## src/rtl/nav_pkg.sv

```systemverilog
// Purpose: shared arena-navigation types: node ids, directions, turn codes, sequencer states.
// Latency: n/a (types, constants and pure helper functions only).
// Backpressure: n/a.
`timescale 1ns/1ps
package nav_pkg;

    localparam int NODE_ID_W = 5;
    typedef logic [NODE_ID_W-1:0] node_id_t;

    // Neighbour set indexed by absolute direction (index 0 = north).
    typedef node_id_t [3:0] nbr_set_t;

    localparam node_id_t NODE_NONE = 5'd31;
    localparam node_id_t NUM_NODES = 5'd30;

    typedef enum logic [1:0] {
        DIR_N = 2'd0,
        DIR_E = 2'd1,
        DIR_S = 2'd2,
        DIR_W = 2'd3
    } dir_t;

    typedef enum logic [1:0] {
        TURN_STRAIGHT = 2'd0,
        TURN_RIGHT    = 2'd1,
        TURN_UTURN    = 2'd2,
        TURN_LEFT     = 2'd3
    } turn_t;

    typedef enum logic [2:0] {
        S_IDLE,
        S_LOAD,
        S_WAIT_START,
        S_LOOKUP,
        S_TURN_OUT,
        S_WAIT_NODE,
        S_DONE,
        S_ERROR
    } seq_state_t;

    function automatic nbr_set_t mk_nbrs(node_id_t n, node_id_t e, node_id_t s, node_id_t w);
        return {w, s, e, n};
    endfunction

    // Relative turn is the clockwise quarter-turn count, wrapping mod 4.
    function automatic turn_t rel_turn(dir_t to_dir, dir_t from_dir);
        logic [1:0] diff;
        diff = 2'(to_dir) - 2'(from_dir);
        return turn_t'(diff);
    endfunction

endpackage

```

## src/rtl/path_sequencer_if.sv

```systemverilog
// Purpose: bundles the path-load stream, traversal controls and navigation outputs.
// Latency: n/a (wiring only).
// Backpressure: path_valid/path_ready stream; all other signals are pulses or levels.
// Ports: master = CPU/line-follower side, slave = path_sequencer.
`timescale 1ns/1ps
interface path_sequencer_if #(
    parameter int NODE_W = 5
);
    logic              clear;
    logic              path_valid;
    logic [NODE_W-1:0] path_node;
    logic              path_last;
    logic              path_ready;
    logic              start;
    logic              node_flag;
    logic [1:0]        turn_flag;
    logic              turn_valid;
    logic [NODE_W-1:0] realtime_pos;
    logic [1:0]        heading;
    logic              busy;
    logic              done;
    logic              error;

    modport master (
        output clear, path_valid, path_node, path_last, start, node_flag,
        input  path_ready, turn_flag, turn_valid, realtime_pos, heading, busy, done, error
    );

    modport slave (
        input  clear, path_valid, path_node, path_last, start, node_flag,
        output path_ready, turn_flag, turn_valid, realtime_pos, heading, busy, done, error
    );
endinterface

```

## src/rtl/node_adjacency_rom.sv

```systemverilog
// Purpose: arena map, node id -> {N,E,S,W} neighbour ids (NODE_NONE where no edge).
// Latency: combinational.
// Backpressure: none.
// Ports: node_id in, nbrs out (index = direction). Ids >= 30 return no neighbours.
`timescale 1ns/1ps
module node_adjacency_rom
    import nav_pkg::*;
(
    input  node_id_t node_id,
    output nbr_set_t nbrs
);

    localparam node_id_t NA = NODE_NONE;

    always_comb begin
        nbrs = mk_nbrs(NA, NA, NA, NA);
        case (node_id)
            //                      north   east    south   west
            5'd0:  nbrs = mk_nbrs(5'd1,  NA,    5'd11, 5'd2);
            5'd1:  nbrs = mk_nbrs(NA,    5'd29, 5'd0,  5'd3);
            5'd2:  nbrs = mk_nbrs(5'd3,  5'd0,  5'd14, NA);
            5'd3:  nbrs = mk_nbrs(5'd4,  5'd1,  5'd2,  NA);
            5'd4:  nbrs = mk_nbrs(5'd5,  NA,    5'd3,  5'd17);
            5'd5:  nbrs = mk_nbrs(NA,    5'd6,  5'd4,  5'd18);
            5'd6:  nbrs = mk_nbrs(5'd24, 5'd7,  NA,    5'd5);
            5'd7:  nbrs = mk_nbrs(5'd25, NA,    5'd8,  5'd6);
            5'd8:  nbrs = mk_nbrs(5'd7,  5'd27, 5'd9,  NA);
            5'd9:  nbrs = mk_nbrs(5'd8,  NA,    5'd10, NA);
            5'd10: nbrs = mk_nbrs(5'd9,  NA,    5'd13, 5'd29);
            5'd11: nbrs = mk_nbrs(5'd0,  5'd12, NA,    5'd14);
            5'd12: nbrs = mk_nbrs(5'd22, 5'd13, NA,    5'd11);
            5'd13: nbrs = mk_nbrs(5'd10, NA,    NA,    5'd12);
            5'd14: nbrs = mk_nbrs(5'd2,  5'd11, NA,    5'd15);
            5'd15: nbrs = mk_nbrs(5'd16, 5'd14, NA,    NA);
            5'd16: nbrs = mk_nbrs(5'd17, NA,    5'd15, NA);
            5'd17: nbrs = mk_nbrs(5'd18, 5'd4,  5'd16, NA);
            5'd18: nbrs = mk_nbrs(5'd19, 5'd5,  5'd17, NA);
            5'd19: nbrs = mk_nbrs(NA,    5'd23, 5'd18, NA);
            5'd20: nbrs = mk_nbrs(5'd28, NA,    5'd29, 5'd21);
            5'd21: nbrs = mk_nbrs(NA,    5'd20, 5'd22, NA);
            5'd22: nbrs = mk_nbrs(5'd21, NA,    5'd12, NA);
            5'd23: nbrs = mk_nbrs(NA,    5'd24, NA,    5'd19);
            5'd24: nbrs = mk_nbrs(NA,    5'd25, 5'd6,  5'd23);
            5'd25: nbrs = mk_nbrs(NA,    5'd26, 5'd7,  5'd24);
            5'd26: nbrs = mk_nbrs(NA,    NA,    5'd27, 5'd25);
            5'd27: nbrs = mk_nbrs(5'd26, NA,    5'd28, 5'd8);
            5'd28: nbrs = mk_nbrs(5'd27, NA,    5'd20, NA);
            5'd29: nbrs = mk_nbrs(5'd20, 5'd10, NA,    5'd1);
            default: ;
        endcase
    end

endmodule

```

## src/rtl/path_sequencer.sv

```systemverilog
// Purpose: buffers a planned node path, then issues one relative turn per leg and tracks position/heading.
// Latency: turn_valid 2..5 cycles after start/node_flag (one LOOKUP cycle per direction scanned, N,E,S,W).
// Backpressure: path_ready only in IDLE/LOAD with buffer space; start/node_flag ignored outside their states.
// Ports: clk_3125KHz, rst_n (async, active-low), bus (path_sequencer_if.slave).
`timescale 1ns/1ps
module path_sequencer
    import nav_pkg::*;
#(
    parameter int         NODE_W       = 5,
    parameter int         MAX_PATH     = 32,
    parameter int         IDX_W        = 5,
    parameter logic [1:0] INIT_HEADING = 2'd0
) (
    input logic             clk_3125KHz,
    input logic             rst_n,
    path_sequencer_if.slave bus
);

    localparam int LEN_W = IDX_W + 1;   // len counts 0..MAX_PATH inclusive

    seq_state_t        state_q, state_d;
    logic [LEN_W-1:0]  len_q, len_d, len_m1, idx_inc;
    logic [IDX_W-1:0]  idx_q;
    dir_t              dir_q, next_dir_q, heading_q;
    turn_t             turn_flag_q;
    logic              turn_valid_q, path_ready_q, path_ready_d;
    logic [NODE_W-1:0] pos_q, cur_node, nxt_node;
    logic [NODE_W-1:0] path_buf [MAX_PATH];
    nbr_set_t          nbrs;
    logic              xfer, match;
    logic              load_we, trav_init, dir_step, turn_fire, turn_commit, leg_adv;

    assign xfer     = bus.path_valid && path_ready_q;
    assign idx_inc  = {1'b0, idx_q} + LEN_W'(1);
    assign len_m1   = len_q - LEN_W'(1);
    assign cur_node = path_buf[idx_q];
    assign nxt_node = path_buf[idx_inc[IDX_W-1:0]];

    node_adjacency_rom u_rom (
        .node_id (node_id_t'(cur_node)),
        .nbrs    (nbrs)
    );

    // An out-of-range next node must never match, otherwise NODE_NONE
    // entries would pair up with a path entry of 31.
    assign match = (nbrs[dir_q] == node_id_t'(nxt_node)) &&
                   (node_id_t'(nxt_node) < NUM_NODES);

    always_comb begin
        state_d     = state_q;
        load_we     = 1'b0;
        trav_init   = 1'b0;
        dir_step    = 1'b0;
        turn_fire   = 1'b0;
        turn_commit = 1'b0;
        leg_adv     = 1'b0;
        if (bus.clear) begin
            state_d = S_IDLE;
        end else begin
            case (state_q)
                S_IDLE, S_LOAD: begin
                    if (xfer) begin
                        load_we = 1'b1;
                        if (bus.path_last)
                            state_d = S_WAIT_START;
                        else if (len_q == LEN_W'(MAX_PATH - 1))
                            state_d = S_ERROR;
                        else
                            state_d = S_LOAD;
                    end
                end
                S_WAIT_START: begin
                    if (bus.start) begin
                        trav_init = 1'b1;
                        state_d   = (len_q == LEN_W'(1)) ? S_DONE : S_LOOKUP;
                    end
                end
                S_LOOKUP: begin
                    if (match) begin
                        turn_fire = 1'b1;
                        state_d   = S_TURN_OUT;
                    end else if (dir_q == DIR_W) begin
                        state_d = S_ERROR;
                    end else begin
                        dir_step = 1'b1;
                    end
                end
                S_TURN_OUT: begin
                    turn_commit = 1'b1;
                    state_d     = S_WAIT_NODE;
                end
                S_WAIT_NODE: begin
                    if (bus.node_flag) begin
                        leg_adv = 1'b1;
                        state_d = (idx_inc == len_m1) ? S_DONE : S_LOOKUP;
                    end
                end
                default: ;
            endcase
        end
    end

    always_comb begin
        len_d = len_q;
        if (bus.clear)
            len_d = '0;
        else if (load_we)
            len_d = len_q + LEN_W'(1);
    end

    // Registered so that it stays low for the first cycle out of reset.
    assign path_ready_d = ((state_d == S_IDLE) || (state_d == S_LOAD)) &&
                          (len_d < LEN_W'(MAX_PATH));

    always_ff @(posedge clk_3125KHz or negedge rst_n) begin
        if (!rst_n)
            state_q <= S_IDLE;
        else
            state_q <= state_d;
    end

    always_ff @(posedge clk_3125KHz) begin
        if (load_we)
            path_buf[len_q[IDX_W-1:0]] <= bus.path_node;
    end

    always_ff @(posedge clk_3125KHz or negedge rst_n) begin
        if (!rst_n) begin
            len_q        <= '0;
            idx_q        <= '0;
            dir_q        <= DIR_N;
            next_dir_q   <= DIR_N;
            heading_q    <= dir_t'(INIT_HEADING);
            turn_flag_q  <= TURN_STRAIGHT;
            turn_valid_q <= 1'b0;
            path_ready_q <= 1'b0;
            pos_q        <= '0;
        end else begin
            len_q        <= len_d;
            path_ready_q <= path_ready_d;
            turn_valid_q <= turn_fire;
            if (trav_init) begin
                idx_q     <= '0;
                dir_q     <= DIR_N;
                pos_q     <= path_buf[0];
                heading_q <= dir_t'(INIT_HEADING);
            end
            if (dir_step)
                dir_q <= dir_t'(2'(dir_q) + 2'd1);
            if (turn_fire) begin
                turn_flag_q <= rel_turn(dir_q, heading_q);
                next_dir_q  <= dir_q;
            end
            // Heading follows the turn one cycle later, after turn_flag was formed.
            if (turn_commit)
                heading_q <= next_dir_q;
            if (leg_adv) begin
                idx_q <= idx_inc[IDX_W-1:0];
                dir_q <= DIR_N;
                pos_q <= nxt_node;
            end
        end
    end

    assign bus.path_ready   = path_ready_q;
    assign bus.turn_flag    = turn_flag_q;
    assign bus.turn_valid   = turn_valid_q;
    assign bus.realtime_pos = pos_q;
    assign bus.heading      = heading_q;
    assign bus.busy         = (state_q == S_LOOKUP) || (state_q == S_TURN_OUT) ||
                              (state_q == S_WAIT_NODE);
    assign bus.done         = (state_q == S_DONE);
    assign bus.error        = (state_q == S_ERROR);

endmodule

```

## src/flat_wrapper.sv

```systemverilog
// flat-port wrapper written by rule: the top's interface ports become plain ports
module path_sequencer_flat import nav_pkg::*;
#(
    parameter int         NODE_W       = 5,
    parameter int         MAX_PATH     = 32,
    parameter int         IDX_W        = 5,
    parameter logic [1:0] INIT_HEADING = 2'd0
)
  (clk_3125KHz, rst_n, bus_clear, bus_path_valid, bus_path_node, bus_path_last, bus_start, bus_node_flag, bus_path_ready, bus_turn_flag, bus_turn_valid, bus_realtime_pos, bus_heading, bus_busy, bus_done, bus_error);
  path_sequencer_if #(.NODE_W(NODE_W)) bus_i ();
  input logic clk_3125KHz;
  input logic rst_n;
  input wire logic [$bits(bus_i.clear)-1:0] bus_clear;
  input wire logic [$bits(bus_i.path_valid)-1:0] bus_path_valid;
  input wire logic [$bits(bus_i.path_node)-1:0] bus_path_node;
  input wire logic [$bits(bus_i.path_last)-1:0] bus_path_last;
  input wire logic [$bits(bus_i.start)-1:0] bus_start;
  input wire logic [$bits(bus_i.node_flag)-1:0] bus_node_flag;
  output wire logic [$bits(bus_i.path_ready)-1:0] bus_path_ready;
  output wire logic [$bits(bus_i.turn_flag)-1:0] bus_turn_flag;
  output wire logic [$bits(bus_i.turn_valid)-1:0] bus_turn_valid;
  output wire logic [$bits(bus_i.realtime_pos)-1:0] bus_realtime_pos;
  output wire logic [$bits(bus_i.heading)-1:0] bus_heading;
  output wire logic [$bits(bus_i.busy)-1:0] bus_busy;
  output wire logic [$bits(bus_i.done)-1:0] bus_done;
  output wire logic [$bits(bus_i.error)-1:0] bus_error;
  assign bus_i.clear = bus_clear;
  assign bus_i.path_valid = bus_path_valid;
  assign bus_i.path_node = bus_path_node;
  assign bus_i.path_last = bus_path_last;
  assign bus_i.start = bus_start;
  assign bus_i.node_flag = bus_node_flag;
  assign bus_path_ready = bus_i.path_ready;
  assign bus_turn_flag = bus_i.turn_flag;
  assign bus_turn_valid = bus_i.turn_valid;
  assign bus_realtime_pos = bus_i.realtime_pos;
  assign bus_heading = bus_i.heading;
  assign bus_busy = bus_i.busy;
  assign bus_done = bus_i.done;
  assign bus_error = bus_i.error;
  path_sequencer #(.NODE_W(NODE_W), .MAX_PATH(MAX_PATH), .IDX_W(IDX_W), .INIT_HEADING(INIT_HEADING)) u_core (.clk_3125KHz(clk_3125KHz), .rst_n(rst_n), .bus(bus_i));
endmodule
```

## config.mk

```make
export PLATFORM = sky130hd
export DESIGN_NAME = path_sequencer_flat
export DESIGN_NICKNAME = d
export VERILOG_FILES = /design/src/rtl/nav_pkg.sv /design/src/rtl/path_sequencer_if.sv /design/src/rtl/node_adjacency_rom.sv /design/src/rtl/path_sequencer.sv /design/src/flat_wrapper.sv
export SDC_FILE = /design/constraint.sdc
export NUM_CORES = 1
export LEC_CHECK = 0
export CAP_MARGIN = 25
export CELL_PAD_IN_SITES_DETAIL_PLACEMENT = 0
export CELL_PAD_IN_SITES_GLOBAL_PLACEMENT = 1
export CORE_MARGIN = 2
export CORE_UTILIZATION = 50
export CTS_CLUSTER_DIAMETER = 120
export CTS_CLUSTER_SIZE = 8
export DETAILED_ROUTE_END_ITERATION = 12
export PLACE_DENSITY = 0.82
export SYNTH_ARGS = -nofsm -noshare
export SYNTH_HDL_FRONTEND = slang
export SYNTH_SLANG_ARGS = --single-unit
```

## constraint.sdc

```tcl
create_clock -name clk_3125KHz -period 8.58 [get_ports clk_3125KHz]
set_clock_uncertainty 0.1 [all_clocks]
set_input_delay 2.145 -clock clk_3125KHz [delete_from_list [all_inputs] [get_ports clk_3125KHz]]
set_output_delay 2.145 -clock clk_3125KHz [all_outputs]
set_load 0.02 [all_outputs]
```

# After elaboration in Yosys (flattened, before gate mapping)
# Memory sizes are Yosys's and may differ from the RTL's.
# Cells that the tools add are included.
[word_totals]
register_bits = 29
mem_bits_rw = 160
out_inout_bits = 14
n_memories = 1
[op_classes]
addsub = 5
magnitude_cmp = 3
n_eq_ne = 42
mux = 44
reduce_logical = 13
[mem_list]
columns = ["name", "words", "width", "read_ports", "rd_clocked_by_memory_dff", "wr", "line_no", "rtl"]
rows = [
  ["u_core.path_buf", 32, 5, 3, 0, 1, "path_sequencer.sv:28", "logic [NODE_W-1:0] path_buf [MAX_PATH];"],
]
[ops]
columns = ["cell", "count"]
rows = [
  ["20-bit case mux with 30 select lines", 1],
  ["5-bit equality test, second input constant", 14],
  ["5-bit by 4-bit equality test with 1-bit output, second input constant", 8],
  ["3-bit two-way mux", 10],
  ["5-bit two-way mux", 5],
  ["5-bit by 3-bit equality test with 1-bit output, second input constant", 4],
  ["1-bit two-way mux", 20],
  ["3-bit case mux with 5 select lines", 1],
  ["3-bit equality test, second input constant", 4],
  ["6-bit two-way mux", 2],
  ["5-bit binary-select mux with 2-bit select", 1],
  ["5-bit by 2-bit equality test with 1-bit output, second input constant", 2],
  ["2-bit two-way mux", 4],
  ["5-bit by 1-bit adder with 6-bit output, second input constant", 1],
  ["6-bit by 1-bit adder with 6-bit output, second input constant", 1],
  ["3-bit by 1-bit equality test with 1-bit output, second input constant", 2],
  ["3-bit by 2-bit equality test with 1-bit output, second input constant", 2],
  ["6-bit by 1-bit equality test with 1-bit output, second input constant", 1],
  ["6-bit by 5-bit equality test with 1-bit output, second input constant", 1],
  ["6-bit equality test", 1],
  ["3-bit zero test", 2],
  ["6-bit less-than comparator, second input constant", 1],
  ["6-bit by 1-bit subtractor with 6-bit output, second input constant", 1],
  ["5-bit by 1-bit equality test with 1-bit output, second input constant", 1],
  ["12 further kinds", 17],
]

# Longest topological paths before layout
# Gate-level depths: netlist of the first run.
# An unclocked memory read counts as a cell.
[logic_depth]
word_depth = 13
depth_mapped = 17
mapped_depth_nobuf = 12

# Modules after synthesis
# Synthesis of the first run repeated with hierarchy kept, for this count alone.
[hier_totals]
cells_unflattened = 745
hier_area_um2 = 10538.9
[modules_own_cells]
columns = ["mod", "instances", "cells_per_inst", "area_per_inst_um2"]
rows = [
  ["path_sequencer", 1, 605, 9715.6],
  ["node_adjacency_rom", 1, 140, 823.3],
]

# Worst setup path after synthesis of the first run
# OpenSTA, ideal clock, no wires.
[synth_path]
path_kind = "register to register"
start = "register u_core.idx_q[0]"
end = "register u_core.next_dir_q[0]"
setup_time_ps = 125
arrival_ps = 3680
setup_slack_ps = 4675
path_stages_with_launch = 17
n_path_buf = 4
cell_sequence = "dfrtp_1 -> buf_2 -> and2_1 -> buf_2 -> buf_2 -> a22oi_1 -> a21oi_1 -> or4_4 -> buf_2 -> nand3_1 -> a31oi_1 -> a2111oi_1 -> a211oi_2 -> xnor2_2 -> nor4_4 -> nand3_4 -> mux2_4"
[synth_between]
elab_chain_len = 10
[synth_rtl]
columns = ["item", "line_no", "rtl"]
rows = [
  ["start, declared", "path_sequencer.sv:23", "logic [IDX_W-1:0] idx_q;"],
  ["start signal, assigned", "path_sequencer.sv:158", "idx_q <= idx_inc[IDX_W-1:0];"],
  ["memory read 32 x 5 bit (*)", "--", ""],
  ["5-bit equality test (tied with other cells)", "node_adjacency_rom.sv:17", "case (node_id)"],
  ["20-bit case mux with 30 select lines", "node_adjacency_rom.sv:17", ""],
  ["5-bit binary-select mux with 2-bit select", "path_sequencer.sv:46", "assign match = (nbrs[dir_q] == node_id_t'(nxt_node)) &&"],
  ["5-bit two-way mux (implied by the code)", "path_sequencer.sv:46", ""],
  ["5-bit equality test", "path_sequencer.sv:46", ""],
  ["1-bit logical AND (*)", "path_sequencer.sv:46", ""],
  ["1-bit two-way mux (*)", "path_sequencer.sv:79", "if (match) begin"],
  ["1-bit two-way mux (*)", "path_sequencer.sv:60", "case (state_q)"],
  ["1-bit two-way mux (*)", "path_sequencer.sv:57", "if (bus.clear) begin"],
  ["end signal, assigned", "path_sequencer.sv:152", "next_dir_q <= dir_q;"],
  ["end, declared", "path_sequencer.sv:24", "dir_t dir_q, next_dir_q, heading_q;"],
]
# Mark *: on every way between the ends. The rest lies on a longest branch, timed or not. The select of a mux whose other input is x is not followed.
# A chain may end at the register's enable or synchronous reset.

# Final worst setup path of the first run
[layout_path]
start = "register u_core.idx_q[0]"
end = "register u_core.dir_q[0]"
[layout_between]
elab_chain_len = 12
[layout_rtl]
columns = ["item", "line_no", "rtl"]
rows = [
  ["memory read 32 x 5 bit (*)", "--", ""],
  ["5-bit equality test (tied with other cells)", "node_adjacency_rom.sv:17", ""],
  ["20-bit case mux with 30 select lines", "node_adjacency_rom.sv:17", ""],
  ["5-bit binary-select mux with 2-bit select", "path_sequencer.sv:46", ""],
  ["5-bit two-way mux (implied by the code)", "path_sequencer.sv:46", ""],
  ["5-bit equality test", "path_sequencer.sv:46", ""],
  ["1-bit logical AND (*)", "path_sequencer.sv:46", ""],
  ["1-bit two-way mux (*)", "path_sequencer.sv:79", ""],
  ["1-bit two-way mux (*)", "path_sequencer.sv:60", ""],
  ["1-bit two-way mux (*)", "path_sequencer.sv:57", ""],
  ["2-bit two-way mux", "path_sequencer.sv:148", "if (dir_step)"],
  ["2-bit two-way mux", "path_sequencer.sv:157", "if (leg_adv) begin"],
  ["end signal, assigned", "path_sequencer.sv:149", "dir_q <= dir_t'(2'(dir_q) + 2'd1);"],
  ["end, declared", "path_sequencer.sv:24", ""],
]
# Marked as above.

==> results of run 1 <==
[cells by family after synthesis]
family | after synthesis | synth area share [%]
muxes | 126 | 17.79
DFF | 189 | 52.23
AOI/OAI and AO/OA | 186 | 12.09
adders and majority gates | 8 | 0.9454
and+or+nand+nor | 226 | 11.01
xor gates and xnor gates | 24 | 2.056
buffers and inverters | 78 | 3.876
[per-stage QoR]
stage / cells / util (%) / setup slack (ns)
floorplan: 837 / - / 4.675
global placement: 1084 / 52.38 / 2.887
detailed placement: 1088 / 52.67 / 3.021
CTS: 1120 / 55.53 / 2.990
global route: 1122 / 55.63 / 2.752
finish: 1122 / 55.63 / 3.061
[sequential cells by signal, indices dropped and copies added (netlist names)]
name and cells:
u_core.next_dir_q 2, u_core.bus.heading 2, u_core.state_q 3, u_core.bus.path_ready 1, u_core.dir_q 2, u_core.len_q 6
u_core.bus.turn_valid 1, u_core.bus.turn_flag 2, u_core.path_buf 160, u_core.bus.realtime_pos 5, u_core.idx_q 5
[worst max-delay path by stage]
stage	from	cells after the start	end	slack, ns
4_1_cts	u_core.idx_q[1]	13	u_core.next_dir_q[0]	2.99
2_1_floorplan	u_core.idx_q[0]	16	u_core.next_dir_q[0]	4.68
3_5_place_dp	u_core.idx_q[1]	13	u_core.next_dir_q[0]	3.02
6_report	u_core.idx_q[0]	13	u_core.dir_q[0]	3.06
3_3_place_gp	u_core.idx_q[0]	13	u_core.dir_q[0]	2.89
5_1_grt	u_core.idx_q[1]	13	u_core.next_dir_q[0]	2.75
[layout by cell type (no fill, tap or decap), drive strengths merged, types with 15 or more instances in the layout]
| master | instances |
|---|---|
| buf | 22 |
| nor2 | 69 |
| mux2i | 70 |
| a22oi | 33 |
| a21oi | 54 |
| o21ai | 20 |
| a211oi | 15 |
| clkbuf | 17 |
| clkdlybuf4s50 | 25 |
| xnor2 | 15 |
| dfrtp | 29 |
| mux4 | 48 |
| inv | 15 |
| nand2 | 67 |
| nand3 | 23 |
| edfxtp | 160 |
[final cells by class]
cell class,count,area (µm²)
fillers,1700,9268
flip-flops and latches,189,5535
multi-input cells,570,4658
repair buffers,47,454.2
clock buffers,17,425.4
well taps,275,344.1
clock inverters,15,170.2
inverters,9,33.78
[worst max-delay path, delay by kind of cell (launching register included)]
family	cells	cell delay (ns)
AO/OA/AOI/OAI	6	1.66
buffers and inverters	1	0.53
flip-flops	1	0.63
multiplexers	2	0.44
AND/OR/NAND/NOR	4	2.04
[where the power goes]
part	internal [W]	switching, W
Combinational	0.000197	0.000279
Clock	0.000392	0.000391
Sequential	0.00102	0.0000499
Total	0.00161	0.000720
[synthesized netlist by cell type, types with 13 or more instances]
| library cell | instances |
|---|---|
| a211oi_1 | 14 |
| a21oi_1 | 54 |
| a22oi_1 | 32 |
| and2_1 | 13 |
| buf_2 | 23 |
| clkbuf_1 | 28 |
| dfrtp_1 | 29 |
| edfxtp_1 | 160 |
| mux2i_1 | 70 |
| mux4_2 | 48 |
| nand2_1 | 64 |
| nand3_1 | 20 |
| nor2_1 | 68 |
| o21ai_0 | 16 |
| xnor2_1 | 14 |
[routing by layer]
| metal | global-route usage, % | part of all wire, % | vias to the layer above |
|---|---|---|---|
| met2 | 42.96 | 49 | 386 |
| li1 | - | - | 3271 |
| met3 | 4.909 | 7.5 | 68 |
| met5 | 0 | 0 | - |
| met1 | 35.94 | 40 | 3686 |
| met4 | 10.81 | 3.2 | 0 |
==> results_dict.tcl, run 1 <==
set metrics [dict create \
    die-area_mm2 0.02235 \
    power_density_mw_per_mm2 200.7 \
    netlist_area_mm2 0.01059 \
    drive_gt1_share_pct 16.29 \
    cts_tree "done" \
    arrival_ns 5.77 \
    cp_common_cell "mux2i_1" \
    fin_crit_ns 5.519 \
    areaGrowthSynthToFinish_pct 9.761 \
    die_y_um 149.5 \
    synthTopCellsByArea "edfxtp_1 (45%), mux4_2 (10%), dfrtp_1 (6.9%)" \
    hold_viol 0 \
    grt_max_degree 48 \
    cp-end-kind "flip-flop" \
    initial_core_util_pct 50.69 \
    fp-row-count 53 \
    whs_path_depth 1 \
    layout.nets 854 \
    crit_slowest_cell "or4_1" \
    ys_types 75 \
    drtIter0Drc 896 \
    via_per_inst 6.605 \
    hold_slack_ns 0.4225 \
    startpoint_type "flip-flop" \
    h-tree-depth 4 \
    grt_pass1_wl_um 44100 \
    worstHoldStart "u_core.bus.turn_flag[1]" \
    postSynthAreaPerCell_um2 12.65 \
    reg2regPathDepth 13 \
    vias 7411 \
    slowest_delay_ns 0.74 \
    drc_errors 0 \
    die_w_um 149.5 \
    status "complete, no violations" \
    synthFlopType "edfxtp_1" \
    clk_latency_ns 0.44 \
    max-slew-margin-rel_pct 36.16 \
    path_cells "buf_4 > and2_1 > a22oi_1 > a21oi_1 > or4_1 > nand2_1 > a211oi_1 > o31ai_1 > nor4_4 > mux2i_1 > o22ai_1 > a2111oi_2 > mux2i_1" \
    tns_ns 0 \
    stdcell_area_mm2 0.01162 \
    cts_resized 0 \
    syn_inst 837 \
    synth-edff-count 160 \
    fin_crit_sh_pct 64.33 \
    timing.rr.start "u_core.idx_q[0]" \
    maxSlewViolCount 0 \
    synth-async-reset-ratio_pct 15.34 \
    ir_drop_v 0.0001393 \
    tightest_slew_ns 0.9576 \
    rr_endpoint "u_core.dir_q[0]" \
    cts_buffer_depth 2 \
    diodes 0 \
    worstHoldEndpoint "u_core.bus.turn_flag[1]" \
    cts.clk_slew.worst_paths_ns 0.08 \
    wl_per_cell_um 25.58 \
    gp_congestion 0.9212 \
    cts_hold_buffers 0 \
    core-area_mm2 0.02089 \
    maxCapViolations 0 \
    grt_antenna_before_repair 0 \
    grt_overflow_total 0 \
    grt_pass1_vias 7343 \
    critPathKind "reg2reg" \
    cts_sinks 189 \
    setup_viol 0 \
    p_leak_nw 3.637 \
    cts_buffers 17 \
    rsz0062_at_grt "no" \
    synth_largest_area_cell "edfxtp_1" \
    r2r_setup_slack_ns 3.06 \
    fin_total_pwr_w 0.002333 \
    yosysTopAreaCellShare_pct 45.38 \
    synth-seq-cells 189 \
    hpwlAfterDp_um 20120 \
    post_dp_cell_area_mm2 0.01100 \
    max_freq_ghz 0.1812 \
    io_buffers 25 \
    ant_nets 0 \
    drt_wl_total_um 28700 \
    drtPass1Iterations 5 \
    cts-root-buf "clkbuf_16" \
    io_pins 26 \
    ys_seq_area_share_pct 52.23 \
    syn_nets 857 \
    yosysWarnings 0 \
    track_usage_pct 26.66 \
    worstPathMaxFanout 39 \
    postCtsSetupRepairBufs 0 \
    worst_ep_required_time_ns 8.83 \
    hold_class "reg2reg" \
]
(Power assumes the default switching activity.)
==> run 2: changes to the inputs <==
- clock period: 8.58 -> 5.5 ns (I/O delays scaled with it)
==> run 2 against run 1 <==
Register-to-register slack got worse by 2.5 ns. Die area unchanged. Cell count rose by 1.3%. Sequential power grew 57%. Highest routed layer unchanged. Fmax increased by 11%. Via count rose by 2.5%. Combinational power is 57% higher.
==> results_dict.tcl, run 2 (synthesis gave the netlist of run 1 again) <==
set metrics [dict create \
    cp-end-kind "flip-flop" \
    die-area_mm2 0.02235 \
    wl_per_cell_um 25.76 \
    cts.clk_slew.worst_paths_ns 0.08 \
    maxCapViolations 0 \
    max_freq_ghz 0.2017 \
    p_comb_share_pct 20.0 \
    cts-root-buf "clkbuf_16" \
    worstPathMaxFanout 34 \
    power_density_mw_per_mm2 317.3 \
    drive_gt1_share_pct 17.87 \
    p_leak_nw 3.734 \
    cts_sinks 189 \
    grt_pass1_vias 7488 \
    r2r_setup_slack_ns 0.54 \
    path_cells "buf_12 > mux4_2 > nor2b_1 > a211o_1 > and4_1 > nand2_1 > a21oi_1 > o311a_1 > nor4_4 > mux2i_1 > o22ai_1 > a2111oi_2 > mux2i_1" \
    slowest_delay_ns 0.82 \
    areaGrowthSynthToFinish_pct 11.26 \
    critPathKind "reg2reg" \
    die_y_um 149.5 \
    largest_reg_flops 160 \
    grt_pass1_wl_um 44870 \
    fin_crit_ns 4.957 \
    hpwlAfterDp_um 20500 \
    tns_ns 0 \
    crit_slowest_cell "dfrtp_4" \
    io_pins 26 \
    ir_drop_v 0.0002324 \
    power_switching_w 0.001125 \
    startpoint_type "flip-flop" \
    clockPowerShare_pct 35.1 \
    h-tree-depth 4 \
    seq_area_mm2 0.005535 \
    vias 7598 \
    cts_hold_buffers 0 \
    worst_ep_required_time_ns 5.75 \
    arrival_ns 5.21 \
    multi_input_area_mm2 0.004658 \
    io_buffers 25 \
    hold_class "reg2reg" \
    hold_viol 0 \
    initial_core_util_pct 50.69 \
    cts_tree "done" \
    drtIter0Drc 840 \
    layout.nets 869 \
    cts_buffers 17 \
    cts_resized 0 \
    fin_util_pct 56.39 \
    cts_buffer_depth 2 \
    drt_wl_total_um 29290 \
    power.internal_w 0.002612 \
    cp_common_cell "mux2i_1" \
    die_w_um 149.5 \
    fin_crit_sh_pct 90.13 \
    layout_commonest_cell "edfxtp_1" \
    maxSlewViolCount 0 \
    grt_max_degree 38 \
    ant_nets 0 \
    status "complete, no violations" \
    rsz0062_at_grt "no" \
    core-area_mm2 0.02089 \
    drtPass1Iterations 5 \
    drc_errors 0 \
    diodes 0 \
    setup_viol 0 \
    grt_overflow_total 0 \
    final_cell_mix "edfxtp_1 (160), mux2i_1 (70), nor2_1 (68), nand2_1 (64), a21oi_1 (54)" \
    postCtsSetupRepairBufs 0 \
    pwr-share-seq_pct 44.9 \
    tightest_slew_ns 0.9858 \
    clk_latency_ns 0.44 \
    gp_congestion 0.9354 \
    track_usage_pct 27.14 \
    via_per_inst 6.682 \
    max-slew-margin-rel_pct 33.81 \
    grt_antenna_before_repair 0 \
    netSwitchingFraction_pct 30.11 \
    fp-row-count 53 \
    n_fill_cell 1675 \
]
==> run 2: cell types whose count changed in the layout (fill, tap and decap cells not counted), sizes merged <==
cell	before	now
inv	15	13
bufinv	0	2
buf	22	37
==> run 2: path summary, 6_finish.rpt <==
| check | endpoint | cells past startpoint | from |
|---|---|---|---|
| worst max register to register | u_core.dir_q[1] | 13 | u_core.idx_q[1] |
| max in group asynchronous | u_core.idx_q[1] | 2 | rst_n |
| min in group asynchronous | u_core.bus.heading[1] | 2 | rst_n |
| worst max-delay path | u_core.dir_q[1] | 13 | u_core.idx_q[1] |
| worst min register to register | u_core.bus.heading[0] | 2 | u_core.next_dir_q[0] |
| worst min-delay path | u_core.bus.heading[0] | 2 | u_core.next_dir_q[0] |
==> run 2: worst max-delay path: cells and delay by family, from the launching register on <==
kind / cells / cell delay, ns
compound gates: 5 / 1.58
simple gates: 4 / 1.10
mux: 3 / 1.00
flops: 1 / 0.82
buf+inv: 1 / 0.25
==> run 2: per-stage QoR <==
step / cell area (µm²) / power [W] / setup WS (ns) / cells / hold slack (ns)
after floorplan: 10590 / 0.002214 / 1.595 / 837 / 0.3501
after global placement: 11100 / 0.002428 / 0.6963 / 1104 / 0.3913
after detailed placement: 11130 / 0.002445 / 0.6022 / 1105 / 0.3795
after CTS: 11780 / 0.003739 / 0.5759 / 1137 / 0.4122
after global routing: 11780 / 0.003882 / 0.3001 / 1137 / 0.4392
final: 11780 / 0.003737 / 0.5429 / 1137 / 0.4074
==> run 2: cell type report <==
| cell class | count | area share, % |
|---|---|---|
| Clock buffer | 17 | 3.611 |
| Inverter | 9 | 0.2868 |
| Tap cell | 275 | 2.921 |
| Clock inverter | 15 | 1.891 |
| Sequential cell | 189 | 46.99 |
| Multi-Input combinational cell | 570 | 39.54 |
| Timing Repair Buffer | 62 | 4.758 |
==> run 2: layer usage <==
metal  GRT usage (%)  routed length [µm]  vias up
met5               0                   0        -
met4           12.90                1282        0
met3           4.817                2259       84
met2           43.58               14080      446
met1           36.04               11660     3768
li1                -                   -     3300
==> run 2: power groups by stage <==
stage	Combinational [W]	Clock (W)	Sequential, W
after floorplan	0.000528	0	0.00169
after global placement	0.000723	0	0.00171
after detailed placement	0.000737	0	0.00171
after CTS	0.000741	0.00132	0.00168
after global routing	0.000814	0.00138	0.00168
final	0.000748	0.00131	0.00168
==> run 3: changes to the inputs <==
- CORE_MARGIN: 2 -> default
==> run 3 against run 2 <==
Sequential cell count stayed put. Routed wire length down 2.3%. Combinational power grew 2%. Global-route usage rose by 0.37 points. Clock-buffer cell count increased by 1. Clock power decreased by 8%. Non-clock buffer count down 1. Fmax down 3.4%. Sequential share of layout area grew 0.20 points.
==> results_dict.tcl, run 3 (synthesis gave the netlist of run 1 again) <==
set metrics [dict create \
    hold_viol 0 \
    tightest_slew_ns 0.7815 \
    stdcell_area_mm2 0.01173 \
    p_leak_nw 3.710 \
    maxSlewViolCount 0 \
    layout.nets 868 \
    hold_class "reg2reg" \
    cts.clk_slew.worst_paths_ns 0.07 \
    grt_pass1_vias 7553 \
    die_w_um 147.5 \
    track_usage_pct 27.51 \
    cts_sinks 189 \
    io_buffers 25 \
    via_per_inst 6.661 \
    hpwlAfterDp_um 20480 \
    ir_drop_v 0.0002441 \
    areaGrowthSynthToFinish_pct 10.79 \
    diodes 0 \
    layout_commonest_cell "edfxtp_1" \
    grt_overflow_total 0 \
    power_density_mw_per_mm2 311.2 \
    cts-root-buf "clkbuf_16" \
    drc_errors 0 \
    core-area_mm2 0.02049 \
    worstPathMaxFanout 22 \
    h-tree-depth 4 \
    cp-end-kind "flip-flop" \
    fin_cells 1131 \
    post_dp_cell_area_mm2 0.01111 \
    fin_crit_ns 5.130 \
    grt_pass1_wl_um 44620 \
    wl_per_cell_um 25.31 \
    vias 7534 \
    critPathKind "reg2reg" \
    hold_slack_ns 0.4289 \
    r2r_setup_slack_ns 0.37 \
    max-slew-margin-rel_pct 47.90 \
    die-area_mm2 0.02176 \
    cts_buffer_depth 2 \
    startpoint_type "flip-flop" \
    ant_nets 0 \
    fin_total_pwr_w 0.003651 \
    fp-row-count 52 \
    gp_congestion 0.9787 \
    rsz0062_at_grt "no" \
    die_y_um 147.5 \
    grt_antenna_before_repair 0 \
    final_cell_mix "edfxtp_1 (160), mux2i_1 (70), nor2_1 (68), nand2_1 (64), a21oi_1 (54)" \
    clk_latency_ns 0.44 \
    drtPass1Iterations 6 \
    largest_reg_flops 160 \
    initial_core_util_pct 51.66 \
    arrival_ns 5.38 \
    dp_cells 1097 \
    drive_gt1_share_pct 17.65 \
    worst_ep_required_time_ns 5.75 \
    drt_wl_total_um 28620 \
    cts_tree "done" \
    tns_ns 0 \
    setup_viol 0 \
    grt_max_degree 33 \
    status "complete, no violations" \
    cts_buffers 17 \
    n_fill_cell 1613 \
    max_freq_ghz 0.1949 \
    fin_crit_sh_pct 93.27 \
    maxCapViolations 0 \
    drtIter0Drc 789 \
    cts_hold_buffers 0 \
    io_pins 26 \
]
-- run 3: cell types whose count changed in the layout (fill, tap and decap cells not counted), sizes merged --
cell | previous run | this run
clkbuf | 17 | 18
buf | 37 | 36
bufinv | 2 | 1
clkinv | 8 | 4
inv | 13 | 17
-- run 3: cell type report --
| cell class | count | area, µm² | area share (%) |
|---|---|---|---|
| tap | 270 | 337.8 | 2.880 |
| sequential | 189 | 5535 | 47.19 |
| inverter | 9 | 33.78 | 0.2880 |
| clock inverter | 14 | 147.6 | 1.259 |
| multi-input combinational | 570 | 4669 | 39.81 |
| clock buffer | 18 | 429.2 | 3.659 |
| timing repair buffer | 61 | 576.8 | 4.917 |
-- run 3: per-stage QoR --
step	worst slack [ns]	utilization, %
global route	0.1279	57.23
detailed placement	0.4856	54.22
global placement	0.5622	54.15
floorplan	1.595	-
finish	0.3699	57.23
CTS	0.4203	57.03
-- run 3: final timing paths --
check / from / end / cells after the start
setup / recovery: u_core.idx_q[0] / u_core.dir_q[0] / 12
hold / removal: u_core.next_dir_q[1] / u_core.bus.heading[1] / 2
setup reg to reg: u_core.idx_q[0] / u_core.dir_q[0] / 12
hold reg to reg: u_core.next_dir_q[1] / u_core.bus.heading[1] / 2
max in group asynchronous: rst_n / u_core.idx_q[1] / 2
min in group asynchronous: rst_n / u_core.bus.turn_flag[0] / 2
-- run 3: power by group --
| part | total, W | switching [W] | internal, W |
|---|---|---|---|
| clock | 0.00121 | 0.000568 | 0.000643 |
| combinational | 0.000763 | 0.000444 | 0.000319 |
| sequential | 0.00168 | 0.0000771 | 0.00160 |
-- run 3: repair_timing --
action,CTS,global route
gates resized for setup,0,1
setup buffers,0,0
endpoints found under the setup margin,0,6
endpoints found under the hold margin,0,0
-- run 3: worst max-delay path: stages, from the launching register on --
cell,delay (ns)
dfrtp_2,0.53
and2_1,0.69
a22oi_1,0.20
a21oi_1,0.55
or4_1,0.71
nand2_1,0.22
a211oi_1,0.35
o31ai_1,0.18
nor4_4,0.37
mux2i_1,0.22
o22ai_1,0.19
a2111oi_2,0.47
mux2i_1,0.26
-- run 3: layer usage --
layer  routed length (µm)  track usage, %  up-vias
met5                    0               0        -
met4                  604           8.814        0
met3                 2224           4.414       49
met2                14150           45.75      422
met1                11640           37.10     3759
li1                     -               -     3304
